$ cat src/rtl/td4_pkg.sv
`default_nettype none
// +----------------------------------------------------------------------------+
// | Module   : td4_pkg                                                          |
// | Purpose  : Shared types and default timing constants for the TD4 clock/step |
// |            controller (key FSM state encoding, debounce/long-press/run/step |
// |            cycle counts for a 27 MHz system clock).                         |
// | Ports    : none (package)                                                   |
// | Revision : 1.0 - initial release                                            |
// +----------------------------------------------------------------------------+
package td4_pkg;

   // Key press classifier states.
   typedef enum logic [1:0] {
      KEY_IDLE  = 2'd0,
      KEY_PRESS = 2'd1,
      KEY_HELD  = 2'd2
   } key_state_t;

   // Defaults for a 27 MHz XTAL_IN.
   localparam int DEF_DEB_CYCLES   = 270000;    // 10 ms
   localparam int DEF_LONG_CYCLES  = 27000000;  // 1 s
   localparam int DEF_RUN_DIV_LOG2 = 22;        // ~3.2 Hz run clock
   localparam int DEF_STEP_HI      = 1350000;   // 50 ms step pulse

endpackage
`default_nettype wire

$ cat src/rtl/key_debounce.sv
`default_nettype none
// +----------------------------------------------------------------------------+
// | Module   : key_debounce                                                     |
// | Purpose  : Two-flop synchroniser plus stability-counter debouncer for the   |
// |            active-low board pushbutton. Output is active-high.             |
// | Ports    : CLK    in  system clock                                          |
// |            nRST   in  asynchronous active-low reset                         |
// |            KEY    in  raw pushbutton, active-low, asynchronous              |
// |            key_db out debounced key state, 1 = pressed (registered)         |
// | Revision : 1.0 - initial release                                            |
// +----------------------------------------------------------------------------+
module key_debounce
   import td4_pkg::*;
#(
   parameter int DEB_CYCLES = DEF_DEB_CYCLES
)(
   input  logic CLK,
   input  logic nRST,
   input  logic KEY,
   output logic key_db
);

   localparam int                 c_cnt_w    = $clog2(DEB_CYCLES + 1);
   localparam logic [c_cnt_w-1:0] c_cnt_last = c_cnt_w'(DEB_CYCLES - 1);

   logic [1:0]         r_sync;
   logic               w_key_s;
   logic [c_cnt_w-1:0] r_cnt;
   logic               r_key_db;

   // Synchroniser flops reset to 1 (button released), so a key already held
   // when reset lifts is seen as a fresh edge and must debounce in full.
   always_ff @(posedge CLK or negedge nRST) begin
      if (!nRST) begin
         r_sync <= 2'b11;
      end else begin
         r_sync <= {r_sync[0], KEY};
      end
   end

   assign w_key_s = ~r_sync[1];

   // The counter only runs while the synchronised key disagrees with the
   // debounced state; any agreement restarts it, which filters glitches.
   always_ff @(posedge CLK or negedge nRST) begin
      if (!nRST) begin
         r_cnt    <= '0;
         r_key_db <= 1'b0;
      end else if (w_key_s == r_key_db) begin
         r_cnt    <= '0;
      end else if (r_cnt == c_cnt_last) begin
         r_cnt    <= '0;
         r_key_db <= w_key_s;
      end else begin
         r_cnt    <= r_cnt + 1'b1;
      end
   end

   assign key_db = r_key_db;

endmodule
`default_nettype wire

$ cat src/rtl/td4_clk_ctrl.sv
`default_nettype none
// +----------------------------------------------------------------------------+
// | Module   : td4_clk_ctrl                                                     |
// | Purpose  : Clock/step controller for the TD4 CPU. Debounces KEY, classifies|
// |            presses as short/long, and generates cpu_clk either as a free-  |
// |            running divided clock (run mode) or one pulse per short press    |
// |            (step mode). A long press toggles the mode.                      |
// | Ports    : CLK      in  system clock                                        |
// |            nRST     in  asynchronous active-low reset                       |
// |            KEY      in  raw pushbutton, active-low                          |
// |            cpu_clk  out clock to td4_logic CLOCK                            |
// |            cpu_rise out one-cycle strobe in the cycle cpu_clk goes 0->1     |
// |            run_mode out 1 = run mode, 0 = step mode                         |
// |            key_db   out debounced key, 1 = pressed                          |
// | Revision : 1.0 - initial release                                            |
// +----------------------------------------------------------------------------+
module td4_clk_ctrl
   import td4_pkg::*;
#(
   parameter int DEB_CYCLES   = DEF_DEB_CYCLES,
   parameter int LONG_CYCLES  = DEF_LONG_CYCLES,
   parameter int RUN_DIV_LOG2 = DEF_RUN_DIV_LOG2,
   parameter int STEP_HI      = DEF_STEP_HI
)(
   input  logic CLK,
   input  logic nRST,
   input  logic KEY,
   output logic cpu_clk,
   output logic cpu_rise,
   output logic run_mode,
   output logic key_db
);

   localparam int                  c_hold_w   = $clog2(LONG_CYCLES + 1);
   localparam int                  c_step_w   = $clog2(STEP_HI + 1);
   localparam logic [c_hold_w-1:0] c_hold_max = c_hold_w'(LONG_CYCLES);
   localparam logic [c_step_w-1:0] c_step_hi  = c_step_w'(STEP_HI);
   localparam logic [c_step_w-1:0] c_step_one = c_step_w'(1);

   logic                    w_key_db;
   key_state_t              r_state;
   key_state_t              w_state_nxt;
   logic [c_hold_w-1:0]     r_hold;
   logic                    w_short;
   logic                    w_long;
   logic                    r_run_mode;
   logic                    r_cpu_clk;
   logic                    r_cpu_rise;
   logic [RUN_DIV_LOG2-1:0] r_presc;
   logic [c_step_w-1:0]     r_step_cnt;

   key_debounce #(
      .DEB_CYCLES (DEB_CYCLES)
   ) u_key_debounce (
      .CLK    (CLK),
      .nRST   (nRST),
      .KEY    (KEY),
      .key_db (w_key_db)
   );

   // ---------------------------------------------------------------- key FSM
   always_ff @(posedge CLK or negedge nRST) begin
      if (!nRST) begin
         r_state <= KEY_IDLE;
      end else begin
         r_state <= w_state_nxt;
      end
   end

   // IDLE is only ever occupied with key_db low (reset, or after a release),
   // so a high key_db seen in IDLE is the 0->1 edge.
   always_comb begin
      w_state_nxt = r_state;
      case (r_state)
         KEY_IDLE: begin
            if (w_key_db) w_state_nxt = KEY_PRESS;
         end
         KEY_PRESS: begin
            if (!w_key_db)                 w_state_nxt = KEY_IDLE;
            else if (r_hold == c_hold_max) w_state_nxt = KEY_HELD;
         end
         KEY_HELD: begin
            if (!w_key_db) w_state_nxt = KEY_IDLE;
         end
         default: w_state_nxt = KEY_IDLE;
      endcase
   end

   always_comb begin
      w_short = 1'b0;
      w_long  = 1'b0;
      if (r_state == KEY_PRESS) begin
         w_short = !w_key_db;
         w_long  = w_key_db && (r_hold == c_hold_max);
      end
   end

   // Hold counter is zero on entry to PRESS and saturates at the long limit.
   always_ff @(posedge CLK or negedge nRST) begin
      if (!nRST) begin
         r_hold <= '0;
      end else if (r_state != KEY_PRESS) begin
         r_hold <= '0;
      end else if (r_hold != c_hold_max) begin
         r_hold <= r_hold + 1'b1;
      end
   end

   // ------------------------------------------------------- clock generation
   // The long event takes priority over everything, including a run-mode
   // wrap in the same cycle, so a mode change always starts from cpu_clk=0.
   always_ff @(posedge CLK or negedge nRST) begin
      if (!nRST) begin
         r_run_mode <= 1'b1;
         r_cpu_clk  <= 1'b0;
         r_cpu_rise <= 1'b0;
         r_presc    <= '0;
         r_step_cnt <= '0;
      end else begin
         r_cpu_rise <= 1'b0;
         if (w_long) begin
            r_run_mode <= ~r_run_mode;
            r_cpu_clk  <= 1'b0;
            r_presc    <= '0;
            r_step_cnt <= '0;
         end else if (r_run_mode) begin
            r_presc <= r_presc + 1'b1;
            if (&r_presc) begin
               r_cpu_clk  <= ~r_cpu_clk;
               r_cpu_rise <= ~r_cpu_clk;
            end
         end else if (r_step_cnt != '0) begin
            // Pulse active: count down the high time; shorts are dropped.
            r_step_cnt <= r_step_cnt - 1'b1;
            if (r_step_cnt == c_step_one) begin
               r_cpu_clk <= 1'b0;
            end
         end else if (w_short) begin
            r_cpu_clk  <= 1'b1;
            r_cpu_rise <= 1'b1;
            r_step_cnt <= c_step_hi;
         end
      end
   end

   assign cpu_clk  = r_cpu_clk;
   assign cpu_rise = r_cpu_rise;
   assign run_mode = r_run_mode;
   assign key_db   = w_key_db;

endmodule
`default_nettype wire

$ cat config.mk
export PLATFORM = sky130hd
export DESIGN_NAME = td4_clk_ctrl
export DESIGN_NICKNAME = d
export VERILOG_FILES = /design/src/rtl/td4_pkg.sv /design/src/rtl/key_debounce.sv /design/src/rtl/td4_clk_ctrl.sv
export SDC_FILE = /design/constraint.sdc
export NUM_CORES = 1
export LEC_CHECK = 0
export CORE_ASPECT_RATIO = 0.6
export CORE_UTILIZATION = 31
export CTS_BUF_LIST = sky130_fd_sc_hd__clkbuf_8
export CTS_CLUSTER_DIAMETER = 100
export DETAILED_ROUTE_END_ITERATION = 6
export SKIP_LAST_GASP = 1
export SLEW_MARGIN = 20
export SYNTH_ARGS = -nofsm -noshare
export SYNTH_HDL_FRONTEND = slang
export SYNTH_SLANG_ARGS = --single-unit
$ cat constraint.sdc
create_clock -name CLK -period 2.2 [get_ports CLK]
set_input_delay 0.44 -clock CLK [delete_from_list [all_inputs] [get_ports CLK]]
set_output_delay 0.44 -clock CLK [all_outputs]
set_load 0.05 [all_outputs]
# == After elaboration in Yosys (flattened, before gate mapping) ==
# Index checks and enable logic that the tools add are counted.
# classes
add_sub_neg,4
multipliers,0
div,0
magnitude_cmp,0
n_eq_ne,14
shifts,0
muxes,28
n_bitwise,4
reduce_logical,13
# op_table
operator,n
$mux W21,4
$mux W25,2
$mux W22,2
$mux W19,2
$add A25 B1 Y25 const B,1
$eq A25 B25 Y1 const B,1
$ne A25 B25 Y1 const B,1
$add A22 B1 Y22 const B,1
$reduce_and A22 Y1,1
$eq A21 B1 Y1 const B,1
$reduce_bool A21 Y1,1
$sub A21 B1 Y21 const B,1
$add A19 B1 Y19 const B,1
$eq A19 B19 Y1 const B,1
$mux W1,13
$mux W2,4
$pmux W2 S3,1
$reduce_and A3 Y1,2
$ne A2 B1 Y1 const B,2
$ne A2 B2 Y1 const B,2
$ne A4 B3 Y1 const B,1
$not A1 Y1,4
$reduce_and A2 Y1,2
$reduce_bool A2 Y1,2
10 further kinds,10
# totals
register_bits,95
latch_bits,0
mem_bits_rw,0
mem_bits_ro,0
output_inout_bits,4
word_cells,73
mem_count,0

# == Logic depth before layout (Yosys ltp) ==
# depth
word_depth,6
ltp_mapped,10
depth_no_buf,8

# == Cells and area by module ==
# Synthesis repeated with hierarchy kept, for this count alone.
# unflattened
cells_unflattened,520
area_unflattened_um2,4899.7
# by_module_without_submodules
mod,instances,cells_each,area_per_inst_um2,seq_area_each_um2
td4_clk_ctrl,1,416,3827.4,1828.0
key_debounce,1,104,1072.3,553.0

# == Worst setup path before layout ==
# No wires, ideal clock.
# synth_path
path_type,reg-to-reg
start,register r_run_mode (netlist: run_mode)
end,register r_cpu_clk (netlist: cpu_clk)
setup_ns,0.101
t_arrival_ns,1.991
required_ns,2.099
setup_slack_ns,0.108
stages_incl_launch_ff,7
period_less_slack_ns,2.092
cell_sequence,dfstp_2 -> nand4_1 -> nor4_2 -> and4_1 -> a31oi_1 -> a2bb2oi_1 -> o32ai_1
# synth_via
elab_chain_cells,2
# synth_lines
element,line,source
start: declaration,td4_clk_ctrl.sv:46,logic r_run_mode;
start signal: assignment,td4_clk_ctrl.sv:122,r_run_mode <= ~r_run_mode;
$ne A4 B3 Y1 (no line) (tied with other cells),n/a,
$reduce_and A3 Y1 (no line) or $mux W1 (tied branches),n/a,
end signal: assignment,td4_clk_ctrl.sv:129,r_cpu_clk <= ~r_cpu_clk;
end: declaration,td4_clk_ctrl.sv:47,logic r_cpu_clk;
# Several ways; a longest one is shown, not always the timed one.
# A chain may end at the register's enable or synchronous reset.

# == Worst setup path after layout ==
# layout_path
start,register r_step_cnt[16]
end,register r_step_cnt[18]
# layout_via
elab_chain_cells,4
# layout_lines
element,line,source
start: declaration,td4_clk_ctrl.sv:50,logic [c_step_w-1:0] r_step_cnt;
start signal: assignment,td4_clk_ctrl.sv:134,r_step_cnt <= r_step_cnt - 1'b1;
start signal: assignment,td4_clk_ctrl.sv:141,r_step_cnt <= c_step_hi;
$sub A21 B1 Y21 or $reduce_bool A21 Y1 (tied branches),"td4_clk_ctrl.sv:134, td4_clk_ctrl.sv:132",
$mux W21,td4_clk_ctrl.sv:132,end else if (r_step_cnt != '0) begin
$mux W21,td4_clk_ctrl.sv:126,end else if (r_run_mode) begin
$mux W21,td4_clk_ctrl.sv:121,if (w_long) begin
# Several ways; a longest one is shown, not always the timed one. The select of a mux whose other input is x is not followed.

==> results.md <==
Clock network:
- The CTS tree is built.
- The clock drives 95 sinks.
- The clock network latency to the later pin of the worst-skew pair is 370 ps.
- The H-tree was split into 3 levels.
- Counting the buffers created by CTS gives 9.
- The number of buffers between clock root and the deepest sink is 2.
- Clock-pin slew was measured on the worst setup and hold paths at 100 ps.
- The master cell of the clock root buffer is sky130_fd_sc_hd__clkbuf_8.

Detailed routing:
- After detailed routing, the total wire length is 10,790 µm.
- The count of nets left with antenna violations once routing finished came out at 0.
- The overall via count from detail_route is 3,777.
- The number of iterations in the first detailed-routing pass is 5.
- For this block, the initial DRC count from the detailed router was 220.
- In the routed design, unresolved DRC markers number 0.
- The routed via count divided by cell count is 4.905.
- The detail-routed net length per standard cell is 14.01 µm.

Synth:
- The share of synthesized registers carrying an async set or reset is 1.000.
- The number of different library cells used by synthesis comes to 52.
- Synthesis inferred 95 register bits.
- The proportion of synthesized chip area in sequential cells is 0.4958.
- The total of warnings raised by yosys is 0.
- The area share of the largest cell type after synthesis is 0.4794.
- The fraction of the mapped netlist area in compound gates came to 0.08129.
- Of the total synthesized cell area, the portion taken by full adders, half adders and majority gates is 0.01824.
- The main combinational cell family by area after synthesis is simple AND/OR/NAND/NOR gates.
- Of the total synthesized cell area, the portion taken by AND, OR, NAND and NOR gates is 0.2595.
- The library cell occupying the most area in the post-synthesis netlist is sky130_fd_sc_hd__dfrtp_1.
- The fraction of synthesized cell area in xor and xnor cells is 0.1131.
- The primary flip-flop cell chosen by synthesis mapping is sky130_fd_sc_hd__dfrtp_1.
- Measured against the total synthesized area, the mux share comes to 0.006253.
- Synthesis handed over a netlist of 505 instances.
- Counting flops with a built-in enable in the synthesized netlist gives 0.
- By area the synthesized netlist is led by sky130_fd_sc_hd__dfrtp_1, sky130_fd_sc_hd__xor2_1, sky130_fd_sc_hd__nor2_1.
- The post-synthesis area per instance is 9.509 µm².
- Synthesis produced a netlist with a net count of 515.
- The cell area that synthesis handed to floorplanning was 0.004802 mm².

Die:
- The starting density of the core is 0.3244.
- The placeable core area is 0.01480 mm².
- The die is 162.7 µm wide.
- The height of the die is 98.41 µm.
- The count of boundary I/O pins is 7.
- The initialized floorplan defines 34 standard-cell rows.
- The full die area is 0.01601 mm².

Finish:
- The top cell types in the final layout, fill and taps aside, are sky130_fd_sc_hd__dfrtp_1, sky130_fd_sc_hd__nor2_1, sky130_fd_sc_hd__buf_4, sky130_fd_sc_hd__xor2_1, sky130_fd_sc_hd__nand2_1.
- The final layout contains 577 nets.
- The share of the core filled with cells in the final layout is 0.3930.
- The library cell used most frequently in the layout, excluding fill and tap cells, is sky130_fd_sc_hd__dfrtp_1.
- 0 antenna diodes ended up in the layout.
- Relative to the synthesized area, the layout overhead comes to 21.16%.
- The area of all placed cells without fillers is 0.005818 mm².
- The fraction of final layout cells sized beyond drive strength 1 is 0.1783.

Power:
- The share of total power dissipated in the clock network is 0.415.
- The power density over the cells is 534.3 mW/mm².
- VDD sags by at most 0.0003362 V.
- The leakage power is 2.656 nW.
- Of the total power, combinational logic draws 0.019.
- Summed over all nets, the switching power comes to 0.6959 mW.
- Of the total power, the share spent switching nets is 0.2238.
- The fraction of power consumed by sequential logic is 0.566.
- The internal power is 2.413 mW.

Timing:
- Setup violations remaining at the end of the flow were counted as 1.
- The clock arrives with 19.39 ps of skew.
- Of the available clock period, the critical path in the final layout requires 1.008.
- The number of max-slew violations in the final report came to 0.
- Measured against its own limit, the worst slew margin works out to 0.6723.
- Across all setup checks in the final design, the least slack found is -17.70 ps.
- The slew at the pin closest to its max-slew limit is 490.0 ps.
- Subtracting the final worst setup slack from the clock period gives 2218 ps.
- The number of hold-slack violations in the final timing report is 0.
- Setup repair after global routing could not meet its margin everywhere.
- Based on the critical path, the design can be clocked at up to 450.9 MHz.

Run status:
- The checks that failed: setup timing.
- The flow ran to the end, but the final reports show violations.

Setup path:
- The critical path launch point type is a flip-flop.
- The cell depth of the worst flop-to-flop path is 6.
- The library cell contributing the largest single delay on the critical path is sky130_fd_sc_hd__or4_4.
- The delay of the slowest critical-path stage is 560 ps.
- STA puts the critical path data arrival time at 2480 ps.
- For the worst setup path, the data required time is 2460 ps.
- The path type of the worst setup path is flip-flop to flip-flop.
- The maximum fanout encountered on the critical timing path is 7.
- The critical path goes through or4_4 > nor4_4 > a41oi_2 > o21a_2 > a21o_1 > a22o_1.
- Together, buffers and inverters on the worst path number 0.
- In this design, the largest share of critical-path delay is due to simple AND/OR/NAND/NOR gates.
- The worst setup path is captured at a flip-flop.
- The path length in cells of the critical path is 6.

Flow run:
- The tool flagged a number of max-cap violations equal to 0.

Global routing:
- The total overflow reported by the global router is 0.
- Entering global routing, the biggest net connects 48 pins.
- The global-route wire length before repair is 18,440 µm.
- The number of antenna violations at the first check in global routing is 0.
- The all-layer global routing usage is 0.1449.
- The via count of the first global-routing pass came to 3,680.

Placed design:
- Detailed placement ended at an HPWL of 7753 µm.
- The instance area after placement is 0.005464 mm².
- The routability-driven placement congestion ratio is 0.9067.
- The total of buffers placed on input and output ports is 6.

Worst hold path:
- The cell depth of the worst hold path is 0.
- The worst hold path class is flip-flop to flip-flop.
-- worst reg2reg max path, delay by kind of cell (launching register included) --
kind	cells	cell delay, ps
simple gates	2	890
flops	1	390
compound gates	4	830
-- flip-flops by register name, summed over array words and instances (netlist names) --
register / cells
r_hold: 25
r_presc: 22
r_step_cnt: 21
u_key_debounce.r_cnt: 19
r_state: 2
u_key_debounce.r_sync: 2
cpu_clk: 1
cpu_rise: 1
run_mode: 1
u_key_debounce.key_db: 1
-- worst paths after layout --
| kind | from | to | slack, ps |
|---|---|---|---|
| max in group asynchronous | nRST | u_key_debounce.r_sync[0]$_DFF_PN1_ | 990 |
| worst max-delay path | r_step_cnt[16]$_DFFE_PN0P_ | r_step_cnt[18]$_DFFE_PN0P_ | -20 |
| worst min-delay path | u_key_debounce.r_sync[0]$_DFF_PN1_ | u_key_debounce.r_sync[1]$_DFF_PN1_ | 380 |
| worst min register to register | u_key_debounce.r_sync[0]$_DFF_PN1_ | u_key_debounce.r_sync[1]$_DFF_PN1_ | 380 |
| min in group asynchronous | nRST | u_key_debounce.r_cnt[11]$_DFF_PN0_ | 530 |
| worst max register to register | r_step_cnt[16]$_DFFE_PN0P_ | r_step_cnt[18]$_DFFE_PN0P_ | -20 |
-- final cells by class --
class	count	area [µm²]
Multi-Input combinational cell	379	2375
Tap cell	198	247.7
Clock inverter	7	95.09
Clock buffer	9	123.9
Sequential cell	95	2381
Fill cell	1464	8986
Inverter	13	48.80
Timing Repair Buffer	69	546.8
-- timing repair --
item | 4_1_cts | 5_1_grt
pin swaps | 5 | 2
resized for setup | 7 | 8
buffers inserted | 2 | 5
setup endpoints to repair | 13 | 20
hold buffers | 1 | 0
endpoints found under the hold margin | 24 | 0
-- power groups by stage --
stage / logic, mW / registers, mW / clock network (mW)
finish: 0.0590 / 1.76 / 1.29
global route: 0.0690 / 1.76 / 1.40
CTS: 0.0626 / 1.76 / 1.33
detailed placement: 0.0618 / 1.79 / 0
global placement: 0.0596 / 1.79 / 0
floorplan: 0.0126 / 1.79 / 0
-- synthesized netlist by cell type (all sizes together), types with 4 or more instances --
cell type and instances:
o21ai 21, ha 7, nor3 8, buf 9, a21oi 14, and4 8
nor4 10, nor2 86, a21o 4, xor2 43, dfrtp 92, or4 6
or3 6, nand2b 5, clkbuf 9, nand2 41, and3 13, nand3 23
xnor2 19, and2 6, nand4 19, a31oi 9, inv 13
-- stage by stage --
step / power (mW) / TNS (ps) / cells / worst slack [ps] / hold WS (ps)
CTS: 3.155 / -33.85 / 765 / -12.98 / 376.0
global placement: 1.852 / -57.21 / 746 / -55.81 / 362.4
global route: 3.233 / -1064 / 770 / -115.4 / 378.2
finish: 3.109 / -17.70 / 770 / -17.70 / 377.0
detailed placement: 1.854 / -356.8 / 746 / -132.2 / 361.5
floorplan: 1.804 / 0 / 505 / 108.4 / 144.4
-- cell families after synthesis --
group                    after synthesis
multiplexers                           3
buffers and inverters                 31
flip-flops                            95
AO/OA/AOI/OAI                         63
AND/OR/NAND/NOR                      244
adder cells (fa/ha/maj)                7
XOR/XNOR                              62
-- per-layer routing --
| metal | global-route usage | part of all wire |
|---|---|---|
| met2 | 0.1935 | 0.40 |
| met1 | 0.2290 | 0.56 |
| met3 | 0.03526 | 0.038 |
| met5 | 0 | 0 |
| met4 | 0.03307 | 0.0051 |
Power figures use the tool's default switching activity.
